--- config.mk ---
export PLATFORM = sky130hd
export DESIGN_NAME = uart8_receiver_flat
export DESIGN_NICKNAME = d
export VERILOG_FILES = /design/src/rtl/uart8_receiver_pkg.sv /design/src/rtl/uart8_receiver_if.sv /design/src/rtl/uart8_receiver_sync.sv /design/src/rtl/uart8_receiver.sv /design/src/flat_wrapper.sv
export SDC_FILE = /design/constraint.sdc
export NUM_CORES = 1
export LEC_CHECK = 0
export BUFFER_PORTS_ARGS = -buffer_cell sky130_fd_sc_hd__buf_2
export CORE_MARGIN = 4
export CORE_UTILIZATION = 53
export DETAILED_ROUTE_END_ITERATION = 10
export GPL_TIMING_DRIVEN = 1
export HOLD_SLACK_MARGIN = 0.02
export PLACE_DENSITY_LB_ADDON = 0.3
export SYNTH_ARGS = -nofsm -noshare
export SYNTH_HDL_FRONTEND = slang
export SYNTH_SLANG_ARGS = --single-unit
--- constraint.sdc ---
create_clock -name clk -period 4.39 [get_ports clk]
set_input_delay 1.0975 -clock clk [delete_from_list [all_inputs] [get_ports clk]]
set_output_delay 1.0975 -clock clk [all_outputs]
set_load 0.02 [all_outputs]
--- src/rtl/uart8_receiver_pkg.sv ---
// Shared UART definitions: frame state encoding, data width, default oversampling.
// The state enum is common to the receiver and the transmitter.
package uart_pkg;

    localparam int DATA_W         = 8;
    localparam int DEF_OVERSAMPLE = 16;

    typedef enum logic [2:0] {
        IDLE       = 3'd0,
        START_BIT  = 3'd1,
        DATA_BITS  = 3'd2,
        PARITY_BIT = 3'd3,
        STOP_BIT   = 3'd4
    } uart_state_t;

    function automatic logic even_parity(input logic [DATA_W-1:0] d);
        return ^d;
    endfunction

endpackage

--- src/rtl/uart8_receiver_if.sv ---
// Receiver line/result bundle: enable and serial line in, byte and status out.
// master drives the line side, slave is the receiver.
interface uart8_receiver_if;
    import uart_pkg::*;

    logic              en;
    logic              in;
    logic [DATA_W-1:0] out;
    logic              done;
    logic              busy;
    logic              err;

    modport master (
        output en,
        output in,
        input  out,
        input  done,
        input  busy,
        input  err
    );

    modport slave (
        input  en,
        input  in,
        output out,
        output done,
        output busy,
        output err
    );

endinterface

--- src/rtl/uart8_receiver_sync.sv ---
// Two-flop synchronizer for the async rx line plus falling-edge detect.
// All flops reset to the idle level (1) so reset never fakes an edge.
module uart_rx_sync (
    input  logic clk,
    input  logic rst,
    input  logic in,
    output logic rx_s,
    output logic fall
);

    logic meta;
    logic prev;

    always_ff @(posedge clk) begin
        if (rst) begin
            meta <= 1'b1;
            rx_s <= 1'b1;
            prev <= 1'b1;
        end else begin
            meta <= in;
            rx_s <= meta;
            prev <= rx_s;
        end
    end

    assign fall = prev & ~rx_s;

endmodule

--- src/rtl/uart8_receiver.sv ---
// Oversampling 8-bit UART receiver, 8N1 by default.
// Define UART_RX_PARITY_EN for an even-parity bit between data and stop.
module uart8_receiver
    import uart_pkg::*;
#(
    parameter int OVERSAMPLE = DEF_OVERSAMPLE
) (
    input logic         clk,
    input logic         rst,
    uart8_receiver_if.slave rx
);

    localparam int CW = $clog2(OVERSAMPLE);
    localparam logic [CW-1:0] HALF = CW'(OVERSAMPLE / 2 - 1);
    localparam logic [CW-1:0] LAST = CW'(OVERSAMPLE - 1);
    localparam logic [CW-1:0] ONE  = CW'(1);

    uart_state_t       state;
    logic [CW-1:0]     cnt;
    logic [2:0]        idx;
    logic [DATA_W-1:0] shift;
    logic [DATA_W-1:0] out_q;
    logic              done_q;
    logic              busy_q;
    logic              err_q;
    logic              rx_s;
    logic              fall;
`ifdef UART_RX_PARITY_EN
    logic              par_err;
`endif

    uart_rx_sync u_sync (
        .clk  (clk),
        .rst  (rst),
        .in   (rx.in),
        .rx_s (rx_s),
        .fall (fall)
    );

    always_ff @(posedge clk) begin
        if (rst) begin
            state   <= IDLE;
            cnt     <= '0;
            idx     <= '0;
            shift   <= '0;
            out_q   <= '0;
            done_q  <= 1'b0;
            busy_q  <= 1'b0;
            err_q   <= 1'b0;
`ifdef UART_RX_PARITY_EN
            par_err <= 1'b0;
`endif
        end else if (state != IDLE && !rx.en) begin
            // abort: drop the partial frame, keep the last result
            state  <= IDLE;
            cnt    <= '0;
            idx    <= '0;
            done_q <= 1'b0;
            busy_q <= 1'b0;
        end else begin
            done_q <= 1'b0;
            case (state)
                IDLE: begin
                    cnt    <= '0;
                    idx    <= '0;
                    busy_q <= 1'b0;
                    if (rx.en && fall) begin
                        state  <= START_BIT;
                        busy_q <= 1'b1;
                    end
                end
                START_BIT: begin
                    if (cnt == HALF) begin
                        cnt <= '0;
                        if (!rx_s) begin
                            state <= DATA_BITS;
                        end else begin
                            state  <= IDLE;
                            busy_q <= 1'b0;
                        end
                    end else begin
                        cnt <= cnt + ONE;
                    end
                end
                DATA_BITS: begin
                    if (cnt == LAST) begin
                        cnt   <= '0;
                        shift <= {rx_s, shift[DATA_W-1:1]};
                        idx   <= idx + 3'd1;
                        if (idx == 3'd7) begin
`ifdef UART_RX_PARITY_EN
                            state <= PARITY_BIT;
`else
                            state <= STOP_BIT;
`endif
                        end
                    end else begin
                        cnt <= cnt + ONE;
                    end
                end
`ifdef UART_RX_PARITY_EN
                PARITY_BIT: begin
                    if (cnt == LAST) begin
                        cnt     <= '0;
                        par_err <= rx_s ^ even_parity(shift);
                        state   <= STOP_BIT;
                    end else begin
                        cnt <= cnt + ONE;
                    end
                end
`endif
                STOP_BIT: begin
                    if (cnt == LAST) begin
                        cnt    <= '0;
                        out_q  <= shift;
                        done_q <= 1'b1;
                        busy_q <= 1'b0;
`ifdef UART_RX_PARITY_EN
                        err_q  <= ~rx_s | par_err;
`else
                        err_q  <= ~rx_s;
`endif
                        state  <= IDLE;
                    end else begin
                        cnt <= cnt + ONE;
                    end
                end
                default: begin
                    state  <= IDLE;
                    cnt    <= '0;
                    idx    <= '0;
                    busy_q <= 1'b0;
                end
            endcase
        end
    end

    assign rx.out  = out_q;
    assign rx.done = done_q;
    assign rx.busy = busy_q;
    assign rx.err  = err_q;

endmodule

--- src/flat_wrapper.sv ---
// flat-port wrapper written by rule: the top's interface ports become plain ports
module uart8_receiver_flat import uart_pkg::*;
#(
    parameter int OVERSAMPLE = DEF_OVERSAMPLE
)
  (clk, rst, rx_en, rx_in, rx_out, rx_done, rx_busy, rx_err);
  uart8_receiver_if rx_i ();
  input logic clk;
  input logic rst;
  input wire logic [$bits(rx_i.en)-1:0] rx_en;
  input wire logic [$bits(rx_i.in)-1:0] rx_in;
  output wire logic [$bits(rx_i.out)-1:0] rx_out;
  output wire logic [$bits(rx_i.done)-1:0] rx_done;
  output wire logic [$bits(rx_i.busy)-1:0] rx_busy;
  output wire logic [$bits(rx_i.err)-1:0] rx_err;
  assign rx_i.en = rx_en;
  assign rx_i.in = rx_in;
  assign rx_out = rx_i.out;
  assign rx_done = rx_i.done;
  assign rx_busy = rx_i.busy;
  assign rx_err = rx_i.err;
  uart8_receiver #(.OVERSAMPLE(OVERSAMPLE)) u_core (.clk(clk), .rst(rst), .rx(rx_i));
endmodule
Word level (Yosys, flattened, before mapping). Index checks and enable logic that the tools add are counted.

Register bits: 32. Bits of input ports: 4. Output and inout port bits: 11. Word-level logic and storage cells: 63.

Add/subtract/negate cells: 2. Equal/unequal tests: 12. Muxes and demuxes: 18. Bitwise logic cells: 6. Reductions and logical operators: 14.

Operators by type and width (number): $mux W3 (6); $pmux W3 S4 (1); $ne A2 B1 Y1 const B (5); $mux W4 (2); $pmux W4 S2 (1); $eq A3 B3 Y1 const B (2); $pmux W3 S2 (1); $reduce_and A3 Y1 (2); $reduce_or A2 Y1 (3); $mux W1 (5); $not A1 Y1 (5); $reduce_and A5 Y1 (1); $add A4 B1 Y4 const B (1); $eq A4 B3 Y1 const B (1); $eq A4 B4 Y1 const B (1); $pmux W1 S4 (1); $reduce_and A4 Y1 (1); $add A3 B1 Y3 const B (1); $eq A3 B1 Y1 const B (1); $eq A3 B2 Y1 const B (1); $logic_not A3 Y1 (1); $reduce_bool A3 Y1 (1); $reduce_or A3 Y1 (1); $logic_and A1 B1 Y1 (2); 5 further kinds (5).

Longest topological paths before layout.
Word-level depth: 5. Depth in mapped cells: 6. Depth with buffers taken out: 5.

By module. Synthesis repeated with hierarchy kept, for this count alone.

Cell total of the unflattened synthesis: 184. Area total of the unflattened synthesis: 1646.6 um^2.

By module, submodules not included: uart8_receiver (times used 1, cells each 177, area an instance 1561.5 um^2, seq. area each 580.6 um^2); uart_rx_sync (times used 1, cells each 7, area an instance 85.1 um^2, seq. area each 60.1 um^2).

Least setup slack after synthesis. OpenSTA, ideal clock, no wires.

Kind: input-to-reg. Start point: input rx_en. End point: register u_core.busy_q, in the netlist u_core.rx.busy. Library setup time: 0.075 ns. Arrival: 1.863 ns. Data required time: 4.315 ns. Slack: 2.452 ns. Cell stages on the path: 4. Path buffers: 1. Path through: clkbuf_2 > nand3b_1 > or4_1 > a31oi_1.

Longest elaborated chain between the ends: 3. Elaborated cells on any way between the ends: 6. Classes of those cells: mux: 2; reduce/logical: 4.

RTL lines: start: declaration (RTL line flat_wrapper.sv:10) `input wire logic [$bits(rx_i.en)-1:0] rx_en;`; $logic_and A1 B1 Y1 / $logic_not A1 Y1 (equally long branches) (RTL line uart8_receiver.sv:67, uart8_receiver.sv:53); $mux W1 / $logic_and A1 B1 Y1 (equally long branches) (RTL line uart8_receiver.sv:67, uart8_receiver.sv:53); $pmux W1 S4 / $reduce_or A2 Y1 (equally long branches); end signal: assignment (RTL line uart8_receiver.sv:59) `busy_q <= 1'b0;`; end signal: assignment (RTL line uart8_receiver.sv:66) `busy_q <= 1'b0;`; end signal: assignment (RTL line uart8_receiver.sv:69) `busy_q <= 1'b1;`; end: declaration (RTL line uart8_receiver.sv:24) `logic busy_q;`.

Parallel ways exist; a longest one is shown, timed or not. A chain may end at the register's enable or synchronous reset.

Final worst setup path.
Start point: register u_core.busy_q, in the netlist u_core.rx.busy. End point: output rx_busy.

RTL lines: start signal: assignment (RTL line uart8_receiver.sv:48) `busy_q <= 1'b0;`; start signal: assignment (RTL line uart8_receiver.sv:59); start signal: assignment (RTL line uart8_receiver.sv:66); end: declaration (RTL line flat_wrapper.sv:14) `output wire logic [$bits(rx_i.busy)-1:0] rx_busy;`.

No word-level cell between the ends.

==> impl_metrics.toml <==
[clocking]
cts_setup_buffers = 0
cts_hold_buf = 0
numCtsBuffers = 5
cts.path.max_buffers = 2
cts_tree = "yes"
clock_sinks = 32
cts_resized = 0
clk_pin_slew_ns = 0.09
clock_latency_ns = 0.33
htree_levels = 2
cts_root_buffer = "clkbuf_4"

[detailed_routing]
wl_met1_mm = 1.207
ant_nets = 0
first_pass_iters = 4
wl_per_cell_um = 14.06
num_vias = 1153
met3_length_um = 180
wl_met2_mm = 1.331
drc_errors = 0
wl_mm = 2.741
top_layer = "met4"
vias_per_cell = 5.913
drt_iter0_drc = 45

[place]
dpl_cell_area_mm2 = 0.001505
dp_hpwl_mm = 1.921
dpl_worst_slack_ns = 2.160
dp_cells = 187
place_congestion = 0.7543
io_buffers = 14

[worst_setup_path]
slowest_stage = "dfxtp_1"
crit_start = "u_core.rx.busy"
worstSetupEndpoint = "rx_busy"
end_kind = "output pin"
cp.required_ns = 3.29
regToRegStartpoint = "u_core.state[2]"
start_kind = "register"
r2r_cells = 3
cp_max_fo = 4
cp_cell_sequence = "buf_2"
crit_family = "flip-flops"
r2r_setup_slack_ns = 2.62
arrival_ns = 0.88
crit_buf_inv = 1
cp.depth = 1
slowest_delay_ns = 0.37
r2r_end = "u_core.rx.err"
crit_type = "reg2out"

[power]
intPower_uw = 415.0
p_per_area_mw_per_mm2 = 332.4
switching_share = 0.2125
combPwrFrac = 0.023
netSwitchingPower_uw = 112.0
seqPwrFrac = 0.559
ir_worst_vdd_v = 0.0003278
clkPwrFrac = 0.418
finalPower_uw = 527.0
p_leak_nw = 0.5974

[cells_and_area]
layout_commonest_cell = "dfxtp_1"
nets = 171
layout-area-overhead-vs-synth_pct = 7.830
layout-drive-gt1-share = 0.2061
final_area_mm2 = 0.001585
layout.cells.non_filler = 195
fillers = 236
final_cell_mix = "dfxtp_1 (32), buf_2 (14), nand3_1 (12), a21oi_1 (12), o21ai_0 (10)"
fin_util = 0.6174
antenna_cells_inserted = 0

[synthesis]
synth_top_cell_by_area = "dfxtp_1"
syn_area_mm2 = 0.001470
ys_ff_latch = 32
synth_area_leaders = "dfxtp_1 (44%), mux2i_1 (4.8%), a21oi_1 (4.1%)"
synth_edf_count = 0
synth_ff_type = "dfxtp_1"
yosysUniqueCellTypes = 47
netlist.area_leader.share = 0.4357
syn_nets = 163
synth-seq-area-share = 0.4357
synthCells = 156
synthesis.yosys.warnings = 0
avgSynthCellArea_um2 = 9.424
async_flop_share = 0

[timing]
clock_skew_ns = 0.007275
slew_headroom = 0.5212
finalWorstSetupSlack_ns = 2.417
drv_slew = 0
hold_viol = 0
fin_crit_ns = 1.973
worst_slew_pin_slew_ns = 0.7172
fmax_ghz = 0.5069
rsz0062_at_grt = "no"
hold_ws_ns = 0.4405
finalCritPeriodShare = 0.4494
setup_violations = 0
finalSetupTns_ns = 0

[min_path]
min_path_cells = 1
holdCritPathClass = "reg2reg"

[die]
die_area_mm2 = 0.003680
die_h_um = 60.67
start_util = 0.5726
core-area_mm2 = 0.002567
dieWidth_um = 60.67
rows = 18
ios = 15

[global_route]
grt_max_degree = 22
grt_overflow = 0
grt_pass1_vias = 1049
grt_pass1_wl_mm = 4.629
antenna_found_initial = 0
grt_use_total = 0.1740

[run_status]
status = "completed"

[flow_run]
maxCapViolations = 0
-- cells in the mapped netlist, drive strengths merged, types with 2 or more instances --
| library cell | n |
|---|---|
| dfxtp | 32 |
| ha | 3 |
| inv | 4 |
| or2 | 3 |
| nor3 | 4 |
| clkbuf | 5 |
| a21oi | 12 |
| nand4 | 2 |
| a31oi | 4 |
| nor3b | 2 |
| nand3b | 5 |
| nand3 | 13 |
| o21ai | 12 |
| buf | 8 |
| a211oi | 2 |
| nor2 | 4 |
| and4bb | 3 |
| mux2i | 7 |
| xor2 | 3 |
| nand2 | 7 |
| nand2b | 2 |
| and3 | 2 |
-- power by group through the flow --
stage | clock [mW] | combinational [mW] | sequential (mW)
after CTS | 0.225 | 0.0121 | 0.294
after detailed placement | 0 | 0.0120 | 0.301
after global routing | 0.241 | 0.0136 | 0.295
final | 0.220 | 0.0121 | 0.295
after floorplan | 0 | 0.0107 | 0.299
after global placement | 0 | 0.0115 | 0.301
-- worst min path at each step --
stage | from | end
after floorplan | u_core.u_sync.meta | u_core.u_sync.rx_s
after global placement | u_core.u_sync.meta | u_core.u_sync.rx_s
after detailed placement | u_core.u_sync.meta | u_core.u_sync.rx_s
after CTS | u_core.u_sync.meta | u_core.u_sync.rx_s
after global routing | u_core.u_sync.meta | u_core.u_sync.rx_s
final | u_core.u_sync.meta | u_core.u_sync.rx_s
-- kinds of logic (layout without fill, tap and decap cells) --
logic type	after synthesis	after routing	share of synthesized area
multiplexers	8	8	0.05532
buffers and inverters	18	27	0.06212
AO/OA/AOI/OAI	35	35	0.1413
adder cells (fa/ha/maj)	3	3	0.02553
flip-flops	32	32	0.4357
AND/OR/NAND/NOR	56	56	0.2562
XOR/XNOR	4	4	0.02383
-- layer usage --
layer  vias to the layer above  GRT usage
li1                        581          -
met1                       538     0.2173
met2                        32     0.2626
met3                         2    0.08085
met4                         0    0.06502
met5                         -          0
-- final cells by class --
cell class | count | area, um2 | share of cell area
clock buffer | 5 | 37.54 | 0.02368
clock inverter | 3 | 42.54 | 0.02684
inverter | 5 | 18.77 | 0.01184
multi-input combinational | 106 | 738.2 | 0.4657
sequential | 32 | 640.6 | 0.4041
tap | 30 | 37.54 | 0.02368
timing repair buffer | 14 | 70.07 | 0.04420
-- sequential cells by signal (all words and copies together) (netlist names) --
signal,flops
u_core.rx.out,8
u_core.u_sync.meta,1
u_core.cnt,4
u_core.idx,3
u_core.shift,8
u_core.rx.err,1
u_core.u_sync.rx_s,1
u_core.state,3
u_core.rx.done,1
u_core.u_sync.prev,1
u_core.rx.busy,1
(Power assumes the default switching activity.)
